## src/rtl/mem_port_arbiter_pkg.sv

```systemverilog
// Shared types and default sizes for the program/data memory port arbiter.
package mem_arb_pkg;

    localparam int ADDR_WIDTH_DEF = 12;
    localparam int DATA_WIDTH_DEF = 16;
    localparam int MAX_BURST_DEF  = 8;

    typedef enum logic [1:0] {
        IDLE    = 2'd0,
        LOCK_M0 = 2'd1,
        LOCK_M1 = 2'd2
    } arb_state_t;

    typedef enum logic {
        M0 = 1'b0,
        M1 = 1'b1
    } master_t;

    function automatic master_t other_master(input master_t m);
        return (m == M0) ? M1 : M0;
    endfunction

    function automatic arb_state_t lock_state_of(input master_t m);
        return (m == M0) ? LOCK_M0 : LOCK_M1;
    endfunction

endpackage

```

## src/rtl/mem_port_arbiter_if.sv

```systemverilog
// Requester, response and memory-side signals of the arbiter bundled as one port.
// slave = arbiter view; master = requesters plus memory as seen from outside.
interface mem_port_arbiter_if
    import mem_arb_pkg::*;
#(
    parameter int ADDR_WIDTH = ADDR_WIDTH_DEF,
    parameter int DATA_WIDTH = DATA_WIDTH_DEF
);
    logic                  m0_req;
    logic                  m0_we;
    logic                  m0_lock;
    logic [ADDR_WIDTH-1:0] m0_addr;
    logic [DATA_WIDTH-1:0] m0_wdata;
    logic                  m0_gnt;
    logic                  m0_rvalid;

    logic                  m1_req;
    logic                  m1_we;
    logic                  m1_lock;
    logic [ADDR_WIDTH-1:0] m1_addr;
    logic [DATA_WIDTH-1:0] m1_wdata;
    logic                  m1_gnt;
    logic                  m1_rvalid;

    logic [DATA_WIDTH-1:0] rdata;
    logic                  mem_en;
    logic                  mem_rd_en;
    logic                  mem_wr_en;
    logic [ADDR_WIDTH-1:0] mem_addr;
    logic [DATA_WIDTH-1:0] mem_din;
    logic [DATA_WIDTH-1:0] mem_dout;

    modport slave (
        input  m0_req, m0_we, m0_lock, m0_addr, m0_wdata,
        input  m1_req, m1_we, m1_lock, m1_addr, m1_wdata,
        input  mem_dout,
        output m0_gnt, m0_rvalid, m1_gnt, m1_rvalid, rdata,
        output mem_en, mem_rd_en, mem_wr_en, mem_addr, mem_din
    );

    modport master (
        output m0_req, m0_we, m0_lock, m0_addr, m0_wdata,
        output m1_req, m1_we, m1_lock, m1_addr, m1_wdata,
        output mem_dout,
        input  m0_gnt, m0_rvalid, m1_gnt, m1_rvalid, rdata,
        input  mem_en, mem_rd_en, mem_wr_en, mem_addr, mem_din
    );

endinterface

```

## src/rtl/mem_port_arbiter_rr_pick2.sv

```systemverilog
// Two-input round-robin selector: on a tie the input not picked last wins.
// Purely combinational, no backpressure of its own.
module rr_pick2
    import mem_arb_pkg::*;
(
    input  logic    req0,
    input  logic    req1,
    input  master_t last,
    output master_t sel,
    output logic    valid
);

    always_comb begin
        valid = req0 | req1;
        sel   = M0;
        if (req0 && req1) begin
            sel = other_master(last);
        end else if (req1) begin
            sel = M1;
        end
    end

endmodule

```

## src/rtl/mem_port_arbiter.sv

```systemverilog
// Two-master arbiter for a single-port sync memory: grant and command are combinational
// (same cycle), read responses come back one cycle later; a loser simply holds its request.
module mem_port_arbiter
    import mem_arb_pkg::*;
#(
    parameter int ADDR_WIDTH = ADDR_WIDTH_DEF,
    parameter int DATA_WIDTH = DATA_WIDTH_DEF,
    parameter int MAX_BURST  = MAX_BURST_DEF
)(
    input  logic               clk,
    input  logic               rst,
    mem_port_arbiter_if.slave  bus
);

    localparam int              CNT_W    = (MAX_BURST > 1) ? $clog2(MAX_BURST) : 1;
    localparam logic [CNT_W-1:0] CNT_LAST = CNT_W'(MAX_BURST - 1);

    arb_state_t       state_q, state_d;
    logic [CNT_W-1:0] burst_cnt_q, burst_cnt_d;
    master_t          last_q, last_d;
    logic             m0_rvalid_q, m0_rvalid_d;
    logic             m1_rvalid_q, m1_rvalid_d;

    master_t rr_sel;
    logic    rr_vld;

    logic            locked;
    master_t         owner;
    logic            owner_req, owner_lock, other_req, cap_hit;
    logic            gnt_vld;
    master_t         gnt_sel;
    logic            gnt_we, gnt_lock;
    logic [ADDR_WIDTH-1:0] gnt_addr;
    logic [DATA_WIDTH-1:0] gnt_wdata;

    rr_pick2 u_rr_pick2 (
        .req0  (bus.m0_req),
        .req1  (bus.m1_req),
        .last  (last_q),
        .sel   (rr_sel),
        .valid (rr_vld)
    );

    // The lock owner wins unless it has used up its burst while the other side waits.
    always_comb begin
        locked     = (state_q != IDLE);
        owner      = (state_q == LOCK_M1) ? M1 : M0;
        owner_req  = (owner == M0) ? bus.m0_req  : bus.m1_req;
        owner_lock = (owner == M0) ? bus.m0_lock : bus.m1_lock;
        other_req  = (owner == M0) ? bus.m1_req  : bus.m0_req;
        cap_hit    = locked && owner_req && other_req && (burst_cnt_q == CNT_LAST);

        gnt_vld = rr_vld && rst;
        gnt_sel = rr_sel;
        if (locked && owner_req) begin
            gnt_sel = cap_hit ? other_master(owner) : owner;
        end
    end

    always_comb begin
        gnt_we    = 1'b0;
        gnt_lock  = 1'b0;
        gnt_addr  = '0;
        gnt_wdata = '0;
        if (gnt_vld) begin
            if (gnt_sel == M0) begin
                gnt_we    = bus.m0_we;
                gnt_lock  = bus.m0_lock;
                gnt_addr  = bus.m0_addr;
                gnt_wdata = bus.m0_wdata;
            end else begin
                gnt_we    = bus.m1_we;
                gnt_lock  = bus.m1_lock;
                gnt_addr  = bus.m1_addr;
                gnt_wdata = bus.m1_wdata;
            end
        end
    end

    always_comb begin
        state_d     = state_q;
        burst_cnt_d = burst_cnt_q;
        last_d      = gnt_vld ? gnt_sel : last_q;
        m0_rvalid_d = gnt_vld && (gnt_sel == M0) && !gnt_we;
        m1_rvalid_d = gnt_vld && (gnt_sel == M1) && !gnt_we;

        unique case (state_q)
            IDLE: begin
                if (gnt_vld && gnt_lock) begin
                    state_d = lock_state_of(gnt_sel);
                end
            end
            default: begin
                if (!owner_req) begin
                    state_d = IDLE;
                end else if (cap_hit) begin
                    state_d = gnt_lock ? lock_state_of(gnt_sel) : IDLE;
                end else if (!owner_lock) begin
                    state_d = IDLE;
                end
            end
        endcase

        // Counter wraps when nobody contends, so the owner keeps streaming without a gap.
        if (state_d != state_q) begin
            burst_cnt_d = '0;
        end else if (locked && gnt_vld && (gnt_sel == owner)) begin
            burst_cnt_d = (burst_cnt_q == CNT_LAST) ? '0 : burst_cnt_q + 1'b1;
        end
    end

    always_ff @(posedge clk) begin
        if (!rst) begin
            state_q     <= IDLE;
            burst_cnt_q <= '0;
            last_q      <= M1;
            m0_rvalid_q <= 1'b0;
            m1_rvalid_q <= 1'b0;
        end else begin
            state_q     <= state_d;
            burst_cnt_q <= burst_cnt_d;
            last_q      <= last_d;
            m0_rvalid_q <= m0_rvalid_d;
            m1_rvalid_q <= m1_rvalid_d;
        end
    end

    assign bus.m0_gnt    = gnt_vld && (gnt_sel == M0);
    assign bus.m1_gnt    = gnt_vld && (gnt_sel == M1);
    // A response still in flight when reset asserts is never shown.
    assign bus.m0_rvalid = m0_rvalid_q && rst;
    assign bus.m1_rvalid = m1_rvalid_q && rst;
    assign bus.rdata     = bus.mem_dout;
    assign bus.mem_en    = gnt_vld;
    assign bus.mem_rd_en = gnt_vld && !gnt_we;
    assign bus.mem_wr_en = gnt_vld && gnt_we;
    assign bus.mem_addr  = gnt_addr;
    assign bus.mem_din   = gnt_wdata;

endmodule

```

## src/flat_wrapper.sv

```systemverilog
// flat-port wrapper written by rule: the top's interface ports become plain ports
module mem_port_arbiter_flat import mem_arb_pkg::*;
#(
    parameter int ADDR_WIDTH = ADDR_WIDTH_DEF,
    parameter int DATA_WIDTH = DATA_WIDTH_DEF,
    parameter int MAX_BURST  = MAX_BURST_DEF
)
  (clk, rst, bus_m0_req, bus_m0_we, bus_m0_lock, bus_m0_addr, bus_m0_wdata, bus_m1_req, bus_m1_we, bus_m1_lock, bus_m1_addr, bus_m1_wdata, bus_mem_dout, bus_m0_gnt, bus_m0_rvalid, bus_m1_gnt, bus_m1_rvalid, bus_rdata, bus_mem_en, bus_mem_rd_en, bus_mem_wr_en, bus_mem_addr, bus_mem_din);
  mem_port_arbiter_if #(.ADDR_WIDTH(ADDR_WIDTH), .DATA_WIDTH(DATA_WIDTH)) bus_i ();
  input  logic clk;
  input  logic rst;
  input wire logic [$bits(bus_i.m0_req)-1:0] bus_m0_req;
  input wire logic [$bits(bus_i.m0_we)-1:0] bus_m0_we;
  input wire logic [$bits(bus_i.m0_lock)-1:0] bus_m0_lock;
  input wire logic [$bits(bus_i.m0_addr)-1:0] bus_m0_addr;
  input wire logic [$bits(bus_i.m0_wdata)-1:0] bus_m0_wdata;
  input wire logic [$bits(bus_i.m1_req)-1:0] bus_m1_req;
  input wire logic [$bits(bus_i.m1_we)-1:0] bus_m1_we;
  input wire logic [$bits(bus_i.m1_lock)-1:0] bus_m1_lock;
  input wire logic [$bits(bus_i.m1_addr)-1:0] bus_m1_addr;
  input wire logic [$bits(bus_i.m1_wdata)-1:0] bus_m1_wdata;
  input wire logic [$bits(bus_i.mem_dout)-1:0] bus_mem_dout;
  output wire logic [$bits(bus_i.m0_gnt)-1:0] bus_m0_gnt;
  output wire logic [$bits(bus_i.m0_rvalid)-1:0] bus_m0_rvalid;
  output wire logic [$bits(bus_i.m1_gnt)-1:0] bus_m1_gnt;
  output wire logic [$bits(bus_i.m1_rvalid)-1:0] bus_m1_rvalid;
  output wire logic [$bits(bus_i.rdata)-1:0] bus_rdata;
  output wire logic [$bits(bus_i.mem_en)-1:0] bus_mem_en;
  output wire logic [$bits(bus_i.mem_rd_en)-1:0] bus_mem_rd_en;
  output wire logic [$bits(bus_i.mem_wr_en)-1:0] bus_mem_wr_en;
  output wire logic [$bits(bus_i.mem_addr)-1:0] bus_mem_addr;
  output wire logic [$bits(bus_i.mem_din)-1:0] bus_mem_din;
  assign bus_i.m0_req = bus_m0_req;
  assign bus_i.m0_we = bus_m0_we;
  assign bus_i.m0_lock = bus_m0_lock;
  assign bus_i.m0_addr = bus_m0_addr;
  assign bus_i.m0_wdata = bus_m0_wdata;
  assign bus_i.m1_req = bus_m1_req;
  assign bus_i.m1_we = bus_m1_we;
  assign bus_i.m1_lock = bus_m1_lock;
  assign bus_i.m1_addr = bus_m1_addr;
  assign bus_i.m1_wdata = bus_m1_wdata;
  assign bus_i.mem_dout = bus_mem_dout;
  assign bus_m0_gnt = bus_i.m0_gnt;
  assign bus_m0_rvalid = bus_i.m0_rvalid;
  assign bus_m1_gnt = bus_i.m1_gnt;
  assign bus_m1_rvalid = bus_i.m1_rvalid;
  assign bus_rdata = bus_i.rdata;
  assign bus_mem_en = bus_i.mem_en;
  assign bus_mem_rd_en = bus_i.mem_rd_en;
  assign bus_mem_wr_en = bus_i.mem_wr_en;
  assign bus_mem_addr = bus_i.mem_addr;
  assign bus_mem_din = bus_i.mem_din;
  mem_port_arbiter #(.ADDR_WIDTH(ADDR_WIDTH), .DATA_WIDTH(DATA_WIDTH), .MAX_BURST(MAX_BURST)) u_core (.clk(clk), .rst(rst), .bus(bus_i));
endmodule
```

## config.mk

```make
export PLATFORM = sky130hd
export DESIGN_NAME = mem_port_arbiter_flat
export DESIGN_NICKNAME = d
export VERILOG_FILES = /design/src/rtl/mem_port_arbiter_pkg.sv /design/src/rtl/mem_port_arbiter_if.sv /design/src/rtl/mem_port_arbiter_rr_pick2.sv /design/src/rtl/mem_port_arbiter.sv /design/src/flat_wrapper.sv
export SDC_FILE = /design/constraint.sdc
export NUM_CORES = 1
export LEC_CHECK = 0
export CORE_MARGIN = 5
export CORE_UTILIZATION = 26
export CTS_BUF_LIST = sky130_fd_sc_hd__clkbuf_16
export DETAILED_ROUTE_END_ITERATION = 8
export GPL_TIMING_DRIVEN = 0
export PLACE_DENSITY = 0.79
export RECOVER_POWER = 50
export SKIP_CTS_REPAIR_TIMING = 1
export SLEW_MARGIN = 5
export SYNTH_ARGS = -nofsm -noshare
export SYNTH_HDL_FRONTEND = slang
export SYNTH_SLANG_ARGS = --single-unit
```

## constraint.sdc

```tcl
create_clock -name clk -period 2.46 [get_ports clk]
set_input_delay 0.738 -clock clk [delete_from_list [all_inputs] [get_ports clk]]
set_output_delay 0.738 -clock clk [all_outputs]
set_load 0.05 [all_outputs]
```

==> results.py <==
metrics = {
    "timing": {
        "slew_headroom": 0.566,
        "layout_min_cycle_time_ns": 2.85,
        "fin_worst_skew_ns": 0.000407,
        "accumulated_negative_setup_slack_ns": -10.19,
        "setup_slack_ns": -0.395,
        "final-setup-viol-count": 32,
        "setup_repair_after_global_routing_missed_its_margin": "yes",
        "finalHoldViolations": 0,
        "fmax_ghz": 0.350,
        "worstMarginPinSlew_ns": 0.649,
        "final_min_period_over_clock_period": 1.16,
        "final-max-slew-violation-count": 0,
    },
    "floorplanning": {
        "floorplan.rows": 24,
        "initial_core_util": 0.270,
        "fp.dieArea_um2": 6030,
        "core_area_um2": 4410,
        "die_x_um": 77.7,
        "io_pins": 131,
        "die_y_um": 77.7,
    },
    "global_route": {
        "vias_in_the_first_global_route": 1523,
        "grt_pass1_wl_um": 7360,
        "largest_net_degree_at_the_start_of_global_routing": 11,
        "antenna_found_initial": 0,
        "track_usage": 0.148,
        "globalRouteOverflowTotal": 0,
    },
    "cts": {
        "cts_root_buf": "clkbuf_16",
        "cts.path.max_buffers": 2,
        "numClockSinks": 8,
        "worst_setup_hold_path_clk_slew_ns": 0.04,
        "clock_insertion_delay_worst_skew_ns": 0.23,
        "tritoncts_clock_tree": "yes",
        "numCtsBuffers": 3,
        "cts_htree_levels": 1,
    },
    "power": {
        "leakagePower_uw": 0.00125,
        "ir_worst_vdd_uv": 227,
        "pwr_density_cell_nw_per_um2": 371,
    },
    "logic_synthesis": {
        "post_synth_num_cell_types": 33,
        "synth_seq_area_share": 0.134,
        "synth_edf_count": 0,
        "syn_area_um2": 1190,
        "synth_top_cell_area_share": 0.269,
        "postSynthCellCount": 153,
        "total_nets_after_synthesis": 235,
        "synth_flop_type": "dfxtp_1",
        "post-synth-top-count-cell": "nor2_1",
        "ys_ff_latch": 8,
        "synth.cells.most_frequent": "nor2_1, mux2i_1, buf_4",
        "synth.yosys.warnings": 0,
        "synthTopCellsByArea": "mux2i_1, dfxtp_1, buf_4",
        "async_flop_share": 0,
        "synth_top_cell_by_area": "mux2i_1",
        "synth.avg_cell_area_um2": 7.79,
    },
    "route": {
        "routed_wl_um": 4990,
        "highest_routed_layer": "met4",
        "detail-route-antenna-nets": 0,
        "drt-initial-drc-count": 55,
        "drt-met1-wl_um": 1600,
        "drc": 0,
        "detailed_route_wirelength_on_metal2_um": 2640,
        "firstDrtPassIters": 4,
        "dr_wl_met3_um": 642,
        "route.detailed.wl_per_inst_um": 15.0,
        "dr_total_vias": 1574,
        "drt-vias-per-instance": 4.73,
    },
    "placement": {
        "place_worst_setup_slack_ns": -1.65,
        "detailedPlacementHpwl_um": 4060,
        "count_of_input_and_output_buffers": 113,
        "gp_congestion": 0.813,
    },
    "setup_path": {
        "path_max_fanout": 10,
        "critPathRequiredTime_ns": 1.72,
        "endpoint_kind": "output pin",
        "setup.reg_to_reg.worst_slack_ns": 0.34,
        "criticalPathCategory": "reg2out",
        "critical_path.reg2reg.endpoint": "u_core.burst_cnt_q[1]",
        "timing.critical_path.from": "u_core.burst_cnt_q[1]",
        "arrival_ns": 2.12,
        "ff2ff_path_depth": 9,
        "nature_of_the_critical_path_startpoint": "register",
        "regToRegStartpoint": "u_core.burst_cnt_q[0]",
    },
    "finish": {
        "syn2layout_area_growth_pct": 146,
        "layout-drive-gt1-share": 0.512,
        "design.final.nets": 365,
        "num_antenna_cells": 0,
        "final_core_util": 0.665,
    },
    "worst_hold_path": {
        "worstHoldEndpoint": "u_core.last_q",
        "hold_path.class": "reg2reg",
        "whs_path_depth": 2,
        "hold_start": "u_core.last_q",
    },
    "job": {
        "drv_cap": 0,
    },
    "run_status": {
        "violations_in_the_final_reports": "setup timing",
        "outcome": "finished with violations",
    },
}
-- flip-flops by register name, indices dropped and copies added (netlist names) --
register            count
u_core.burst_cnt_q      3
u_core.state_q          2
u_core.m1_rvalid_q      1
u_core.last_q           1
u_core.m0_rvalid_q      1
-- through the flow --
step           area, µm²  hold WS [ns]  cells  power, µW
6_report            2940         0.505    333       1090
5_1_grt             2940         0.520    333       1130
4_1_cts             2810         0.500    321       1060
3_5_place_dp        2730         0.495    318        776
3_3_place_gp        2730         0.488    318        771
2_1_floorplan       1540         0.472    153        548
-- per-layer routing --
layer / vias up / global-route usage
met3: 9 / 0.0729
met1: 704 / 0.147
met5: - / 0
met2: 88 / 0.265
li1: 773 / -
met4: 0 / 0.0550
-- report_power, final --
group,switching [µW],internal (µW)
combinational,375,303
clock,65.7,210
sequential,2.54,135
total,443,647
-- cell type report --
cell class	count	area, µm²
repair buffers	126	1150
multi-input cells	115	1260
inverters	4	15.0
plain buffers	25	206
clock buffers	3	75.1
flip-flops and latches	8	163
fillers	349	1480
well taps	52	65.1
-- critical path, cell delays in order, from the launching register on --
cell and delay [ns]:
dfxtp_2 0.34, ha_4 0.14, ha_4 0.16, mux2i_4 0.09
o221ai_4 0.29, buf_8 0.21, mux2i_4 0.27, and2_4 0.16
clkbuf_4 0.22
-- cells by family (layout without fill, tap and decap cells) --
kind of cell	Yosys count	count (layout)	share of synthesized area
and+or+nand+nor	60	60	0.214
muxes	38	38	0.335
AOI/OAI and AO/OA	15	15	0.140
adders and majority gates	2	2	0.0210
DFF	8	8	0.134
buffers and inverters	30	158	0.155
-- cells in the final DEF (no fill, tap or decap), drive strengths merged --
master	instances
nand2	14
dfxtp	8
nor3	1
nor2	35
nor2b	1
a31oi	1
o221ai	1
clkbuf	25
a32oi	1
a21boi	2
dlymetal6s2s	3
inv	4
nand3	1
a2111oi	3
a21oi	1
and2b	1
mux2i	33
a22oi	1
and3	1
and2	3
clkdlybuf4s50	76
mux2	5
ha	2
o21ai	1
a2bb2oi	1
a311oi	1
and4b	1
a211oi	1
a32o	1
nand2b	2
buf	50
-- worst max path at each step --
| stage | to | slack, ns | cells after the start |
|---|---|---|---|
| after floorplan | bus_mem_rd_en | -0.07 | 5 |
| after global placement | bus_mem_rd_en | -1.65 | 7 |
| after detailed placement | bus_mem_rd_en | -1.65 | 7 |
| after CTS | bus_mem_rd_en | -1.65 | 7 |
| after global routing | bus_mem_rd_en | -0.48 | 8 |
| final | bus_mem_rd_en | -0.39 | 8 |
No activity file was read; power rests on OpenSTA's default activity.
